**src/rtl/clock_pkg.sv**
```systemverilog
// Shared mode encodings, BCD digit limits and blink mask helper for the clock display controller.
package clock_pkg;

  localparam int unsigned BCD_W  = 4;
  localparam int unsigned MASK_W = 6;

  typedef enum logic [1:0] {
    MODE_RUN     = 2'b00,
    MODE_SET_HR  = 2'b01,
    MODE_SET_MIN = 2'b10,
    MODE_BAD     = 2'b11
  } mode_e;

  localparam logic [BCD_W-1:0] UNITS_MAX         = 4'd9;
  localparam logic [BCD_W-1:0] SEC_TENS_MAX      = 4'd5;
  localparam logic [BCD_W-1:0] MIN_TENS_MAX      = 4'd5;
  localparam logic [BCD_W-1:0] HR_MAX_TENS       = 4'd2;
  localparam logic [BCD_W-1:0] HR_MAX_UNITS_AT_2 = 4'd3;

  localparam logic [MASK_W-1:0] MASK_HR  = 6'b110000;
  localparam logic [MASK_W-1:0] MASK_MIN = 6'b001100;

  // Digits to blank for the field under edit during the "off" blink phase.
  function automatic logic [MASK_W-1:0] blank_for(input mode_e m, input logic phase);
    logic [MASK_W-1:0] r;
    r = '0;
    if (phase) begin
      if (m == MODE_SET_HR) begin
        r = MASK_HR;
      end else if (m == MODE_SET_MIN) begin
        r = MASK_MIN;
      end
    end
    return r;
  endfunction

endpackage

```
**src/rtl/bcd_mod_counter.sv**
```systemverilog
// Single BCD digit counting 0..MAX with synchronous clear and a combinational carry-out on wrap.
module bcd_mod_counter
  import clock_pkg::*;
#(
  parameter logic [BCD_W-1:0] MAX = UNITS_MAX
) (
  input  logic             clk_i,
  input  logic             rst_ni,
  input  logic             inc_i,
  input  logic             clr_i,
  output logic [BCD_W-1:0] val_o,
  output logic             carry_c_o
);

  logic [BCD_W-1:0] val_q, val_d;

  // Clear has priority over increment.
  always_comb begin
    val_d = val_q;
    if (clr_i) begin
      val_d = '0;
    end else if (inc_i) begin
      val_d = (val_q == MAX) ? '0 : val_q + BCD_W'(1);
    end
  end

  assign carry_c_o = inc_i && !clr_i && (val_q == MAX);
  assign val_o     = val_q;

  always_ff @(posedge clk_i or negedge rst_ni) begin
    if (!rst_ni) begin
      val_q <= '0;
    end else begin
      val_q <= val_d;
    end
  end

endmodule

```
**src/rtl/clock_time_ctrl.sv**
```systemverilog
// HH:MM:SS BCD timekeeper with 1 Hz prescaler, RUN/SET_HR/SET_MIN mode FSM
// and blink mask for the field being set.
module clock_time_ctrl
  import clock_pkg::*;
#(
  parameter int unsigned CLK_HZ    = 50_000_000,
  parameter int unsigned BLINK_DIV = 12_500_000
) (
  input  logic              in_clk,
  input  logic              in_rst_n,
  input  logic              btn_mode,
  input  logic              btn_inc,
  output logic [BCD_W-1:0]  tens_hours,
  output logic [BCD_W-1:0]  hours,
  output logic [BCD_W-1:0]  tens_minutes,
  output logic [BCD_W-1:0]  minutes,
  output logic [BCD_W-1:0]  tens_seconds,
  output logic [BCD_W-1:0]  seconds,
  output logic [MASK_W-1:0] blank_mask,
  output logic [1:0]        mode,
  output logic              tick_1hz
);

  localparam int unsigned PRE_W = (CLK_HZ > 1) ? $clog2(CLK_HZ) : 1;
  localparam int unsigned BLK_W = (BLINK_DIV > 1) ? $clog2(BLINK_DIV) : 1;
  localparam logic [PRE_W-1:0] PRE_MAX = PRE_W'(CLK_HZ - 1);
  localparam logic [BLK_W-1:0] BLK_MAX = BLK_W'(BLINK_DIV - 1);

  mode_e             mode_q, mode_d;
  logic              mode_chg_c;
  logic [PRE_W-1:0]  pre_q, pre_d;
  logic              tick_q, tick_d;
  logic [BLK_W-1:0]  blk_q, blk_d;
  logic              phase_q, phase_d;
  logic [MASK_W-1:0] mask_q, mask_d;
  logic [BCD_W-1:0]  hr_t_q, hr_t_d;
  logic [BCD_W-1:0]  hr_u_q, hr_u_d;

  logic run_c, set_hr_c, set_min_c, pre_term_c;
  logic adv_c, sec_clr_c, set_inc_c, min_inc_c, hr_inc_c;
  logic s_carry_c, ts_carry_c, m_carry_c, tm_carry_c;

  // Mode FSM: btn_mode walks RUN->SET_HR->SET_MIN->RUN; the unused code falls back to RUN.
  always_comb begin
    mode_d = mode_q;
    case (mode_q)
      MODE_RUN:     if (btn_mode) mode_d = MODE_SET_HR;
      MODE_SET_HR:  if (btn_mode) mode_d = MODE_SET_MIN;
      MODE_SET_MIN: if (btn_mode) mode_d = MODE_RUN;
      default:      mode_d = MODE_RUN;
    endcase
  end

  assign mode_chg_c = (mode_d != mode_q);
  assign run_c      = (mode_q == MODE_RUN);
  assign set_hr_c   = (mode_q == MODE_SET_HR);
  assign set_min_c  = (mode_q == MODE_SET_MIN);
  assign pre_term_c = (pre_q == PRE_MAX);

  // A mode press in the same cycle swallows both the tick advance and btn_inc.
  assign adv_c     = run_c && pre_term_c && !btn_mode;
  assign sec_clr_c = run_c && btn_mode;
  assign set_inc_c = btn_inc && !btn_mode;
  assign min_inc_c = ts_carry_c || (set_min_c && set_inc_c);
  assign hr_inc_c  = (run_c && tm_carry_c) || (set_hr_c && set_inc_c);

  bcd_mod_counter #(.MAX(UNITS_MAX)) u_sec (
    .clk_i     (in_clk),
    .rst_ni    (in_rst_n),
    .inc_i     (adv_c),
    .clr_i     (sec_clr_c),
    .val_o     (seconds),
    .carry_c_o (s_carry_c)
  );

  bcd_mod_counter #(.MAX(SEC_TENS_MAX)) u_tsec (
    .clk_i     (in_clk),
    .rst_ni    (in_rst_n),
    .inc_i     (s_carry_c),
    .clr_i     (sec_clr_c),
    .val_o     (tens_seconds),
    .carry_c_o (ts_carry_c)
  );

  bcd_mod_counter #(.MAX(UNITS_MAX)) u_min (
    .clk_i     (in_clk),
    .rst_ni    (in_rst_n),
    .inc_i     (min_inc_c),
    .clr_i     (1'b0),
    .val_o     (minutes),
    .carry_c_o (m_carry_c)
  );

  // Tens-of-minutes carry only reaches hours in RUN; in SET_MIN minutes wrap alone.
  bcd_mod_counter #(.MAX(MIN_TENS_MAX)) u_tmin (
    .clk_i     (in_clk),
    .rst_ni    (in_rst_n),
    .inc_i     (m_carry_c),
    .clr_i     (1'b0),
    .val_o     (tens_minutes),
    .carry_c_o (tm_carry_c)
  );

  // Prescaler, hours, blink and registered outputs.
  always_comb begin
    tick_d  = pre_term_c;
    pre_d   = pre_term_c ? '0 : pre_q + PRE_W'(1);
    hr_t_d  = hr_t_q;
    hr_u_d  = hr_u_q;
    blk_d   = blk_q;
    phase_d = phase_q;

    if (btn_mode && (run_c || set_min_c)) begin
      pre_d = '0;
    end

    if (hr_inc_c) begin
      if (hr_t_q == HR_MAX_TENS && hr_u_q == HR_MAX_UNITS_AT_2) begin
        hr_t_d = '0;
        hr_u_d = '0;
      end else if (hr_u_q == UNITS_MAX) begin
        hr_t_d = hr_t_q + BCD_W'(1);
        hr_u_d = '0;
      end else begin
        hr_u_d = hr_u_q + BCD_W'(1);
      end
    end

    if (mode_chg_c) begin
      blk_d   = '0;
      phase_d = 1'b0;
    end else if (set_hr_c || set_min_c) begin
      if (blk_q == BLK_MAX) begin
        blk_d   = '0;
        phase_d = ~phase_q;
      end else begin
        blk_d = blk_q + BLK_W'(1);
      end
    end

    mask_d = blank_for(mode_d, phase_d);
  end

  always_ff @(posedge in_clk or negedge in_rst_n) begin
    if (!in_rst_n) begin
      mode_q  <= MODE_RUN;
      pre_q   <= '0;
      tick_q  <= 1'b0;
      blk_q   <= '0;
      phase_q <= 1'b0;
      mask_q  <= '0;
      hr_t_q  <= '0;
      hr_u_q  <= '0;
    end else begin
      mode_q  <= mode_d;
      pre_q   <= pre_d;
      tick_q  <= tick_d;
      blk_q   <= blk_d;
      phase_q <= phase_d;
      mask_q  <= mask_d;
      hr_t_q  <= hr_t_d;
      hr_u_q  <= hr_u_d;
    end
  end

  assign tens_hours = hr_t_q;
  assign hours      = hr_u_q;
  assign blank_mask = mask_q;
  assign mode       = mode_q;
  assign tick_1hz   = tick_q;

endmodule

```
**config.mk**
```make
export PLATFORM = sky130hd
export DESIGN_NAME = clock_time_ctrl
export DESIGN_NICKNAME = d
export VERILOG_FILES = /design/src/rtl/clock_pkg.sv /design/src/rtl/bcd_mod_counter.sv /design/src/rtl/clock_time_ctrl.sv
export SDC_FILE = /design/constraint.sdc
export NUM_CORES = 1
export LEC_CHECK = 0
export CORE_MARGIN = 2
export CORE_UTILIZATION = 45
export CTS_BUF_LIST = sky130_fd_sc_hd__clkbuf_8
export CTS_CLUSTER_DIAMETER = 100
export DETAILED_ROUTE_END_ITERATION = 6
export PLACE_DENSITY_LB_ADDON = 0.25
export SLEW_MARGIN = 20
export SYNTH_ARGS = -nofsm -noshare
export SYNTH_HDL_FRONTEND = slang
export SYNTH_SLANG_ARGS = --single-unit
```
**constraint.sdc**
```tcl
create_clock -name in_clk -period 3 [get_ports in_clk]
set_input_delay 0.9 -clock in_clk [delete_from_list [all_inputs] [get_ports in_clk]]
set_output_delay 0.9 -clock in_clk [all_outputs]
set_load 0.05 [all_outputs]
```
==> results.json <==
{
  "num_vias": 3650,
  "slew_violations": 0,
  "first_pass_iters": 4,
  "clock-sinks": 80,
  "coreArea_mm2": 0.00964,
  "async_flop_share_pct": 100,
  "synth_compound_area_share_pct": 12.3,
  "grt_setup_unrepaired": "no",
  "pre_cts_slack_ns": 0.0912,
  "wl_per_cell_um": 14.9,
  "clk_pin_slew_ns": 0.08,
  "worst_ep_arrival_time_ns": 2.99,
  "synth_ff_type": "dfrtp_1",
  "clock_path_buffers": 2,
  "cts-buffers-inserted": 9,
  "synth.top_cells.by_count": "dfrtp_1 (80), nor2_1 (64), nand2_1 (33)",
  "dp_hpwl_mm": 6.79,
  "synthAdderAreaFrac_pct": 3.96,
  "reg2reg_depth": 6,
  "layout_min_cycle_time_ns": 2.70,
  "power_leakage_nw": 2.23,
  "io_pins": 37,
  "synth_top_area_share_pct": 45.3,
  "startpoint_type": "flip-flop",
  "critPathCaptureType": "flip-flop",
  "tritoncts": "yes",
  "critPathKind": "reg2reg",
  "dieArea_mm2": 0.0106,
  "finalSetupTns_ns": 0,
  "grtUsageTotal_pct": 19.0,
  "start_util_pct": 45.9,
  "r2r_slack_ns": 0.30,
  "synthSimpleGateAreaFrac_pct": 25.7,
  "ir_drop_mv": 0.335,
  "num_rows": 36,
  "syn_inst": 463,
  "maxSlewHeadroom_pct": 36.9,
  "postRouteAntennaNets": 0,
  "fin_skew_ns": 0.0108,
  "postCtsHoldBufs": 0,
  "ys_ff_latch": 80,
  "final_nets": 524,
  "p_per_area_mw_per_mm2": 675,
  "grt_pass1_wl_mm": 15.8,
  "crit_top_cell": "or4_1",
  "synthMuxAreaShare_pct": 1.50,
  "grt_max_degree": 49,
  "maxCapViolCount": 0,
  "status": "completed",
  "ys_top_cells_by_area": "dfrtp_1 (45%), xor2_1 (5.5%), nor2_1 (5.4%)",
  "synthXorXnorAreaFrac_pct": 7.93,
  "cp_data_required_time_ns": 3.29,
  "worstSkewPairLatency_ns": 0.36,
  "tightest_slew_ns": 0.938,
  "synth_top_family_by_area": "simple AND/OR/NAND/NOR gates",
  "final_hold_viol_count": 0,
  "fp.dieH_um": 103,
  "timing.rr.end": "u_tsec.val_o[3]",
  "grt_overflow_total": 0,
  "clock-root-buffer": "clkbuf_8",
  "fin_crit_sh_pct": 90.0,
  "finalWorstSetupSlack_ns": 0.299,
  "path_max_fanout": 11,
  "diodes": 0,
  "hold_class": "in2async",
  "ys_warn_count": 0,
  "drive_gt1_share_pct": 8.81,
  "routed_wl_mm": 9.58,
  "avgSynthCellArea_um2": 9.55,
  "syn-cell-area_mm2": 0.00442,
  "path_buf_inv": 0,
  "critPathSlowestCell": "or4_1",
  "synth_top_area_cell": "dfrtp_1",
  "timing.rr.start": "pre_q[0]",
  "finalSetupViolCount": 0,
  "path_cells": "ha_1 > nand3_2 > or4_1 > or4b_4 > or4_1 > a21oi_1",
  "cts_setup_buffers": 0,
  "clock.fmax_mhz": 370,
  "gp_congestion": 0.822,
  "cp_top_family": "simple AND/OR/NAND/NOR gates",
  "antenna_found_initial": 0,
  "viasPerCell": 5.67,
  "io_buffers": 34,
  "die_w_um": 103,
  "cts_resized": 0,
  "synth_edf_count": 0,
  "post-synth-top-count-cell": "dfrtp_1",
  "ys_types": 60,
  "drc": 0,
  "syn2layout_area_growth_pct": 18.0,
  "yosysSeqAreaShare_pct": 45.3,
  "cpPeakStageDelay_ns": 0.61,
  "htree_levels": 3,
  "grt_pass1_vias": 3353,
  "first_iter_violations": 167
}
[final cells by class]
| cell class | count | area (um2) |
|---|---|---|
| fill | 888 | 4420 |
| timing repair buffer | 47 | 448 |
| clock inverter | 5 | 103 |
| sequential | 80 | 2000 |
| inverter | 17 | 63.8 |
| tap | 133 | 166 |
| multi-input combinational | 351 | 2280 |
| clock buffer | 11 | 151 |
[layout by cell type, fill, tap and decap left out, types with 8 or more instances in the layout]
cell type         n
ha_1             14
nand3_1          22
inv_1            17
xnor2_1          12
buf_4            13
o211ai_1          8
dfrtp_1          80
o21ai_0          16
xor2_1           28
and3_1           11
nand4_1          13
nand2_1          33
clkbuf_8         11
nor3_1           10
clkdlybuf4s50_1  33
nor4_1           10
nor2_1           64
[worst max-delay path by stage]
stage / startpoint / endpoint / slack, ns / depth (start not counted)
floorplan: mode[0] / blk_q[14] / 0.45 / 8
global placement: btn_mode / u_tsec.val_o[3] / 0.14 / 6
detailed placement: btn_mode / hours[0] / 0.09 / 7
CTS: pre_q[0] / u_tsec.val_o[3] / 0.29 / 6
global route: pre_q[0] / u_tsec.val_o[3] / 0.18 / 6
finish: pre_q[0] / u_tsec.val_o[3] / 0.30 / 6
[metrics by stage]
step                area [um2]  instances  power (mW)  util [%]  hold WS [ns]
global placement          4960        628        2.51      51.5         0.466
detailed placement        4960        628        2.55      51.5         0.477
finish                    5220        644        3.52      54.1         0.466
global route              5220        644        3.72      54.1         0.504
floorplan                 4420        464        2.13         -         0.443
CTS                       5220        644        3.54      54.1         0.479
[registers in the layout, indices dropped and copies added (netlist names)]
register,count
blank_mask,2
blk_q,24
hours,4
mode,2
phase_q,1
pre_q,26
tens_hours,4
tick_1hz,1
u_min.val_o,4
u_sec.val_o,4
u_tmin.val_o,4
u_tsec.val_o,4
[power by group]
part	total [mW]	switching, mW	internal, mW
Clock	0.998	0.401	0.597
Combinational	1.20	0.806	0.398
Sequential	1.32	0.140	1.18
Total	3.52	1.35	2.17
[layer usage]
metal / GRT usage, % / up-vias / share of wire [%]
met4: 6.88 / 0 / 1.7
met5: 0 / - / 0
met3: 4.07 / 15 / 3.0
li1: - / 1764 / -
met1: 24.4 / 1806 / 46
met2: 31.7 / 65 / 49
[cell families (layout without fill, tap and decap cells)]
| group | count (synthesis) | after routing |
|---|---|---|
| other cells | 1 | 2 |
| simple gates | 213 | 213 |
| xor+xnor | 40 | 40 |
| compound gates | 76 | 76 |
| fa+ha+maj | 14 | 14 |
| buf+inv | 33 | 80 |
| mux | 6 | 6 |
| flops | 80 | 80 |
No activity file was read; power rests on OpenSTA's default activity.
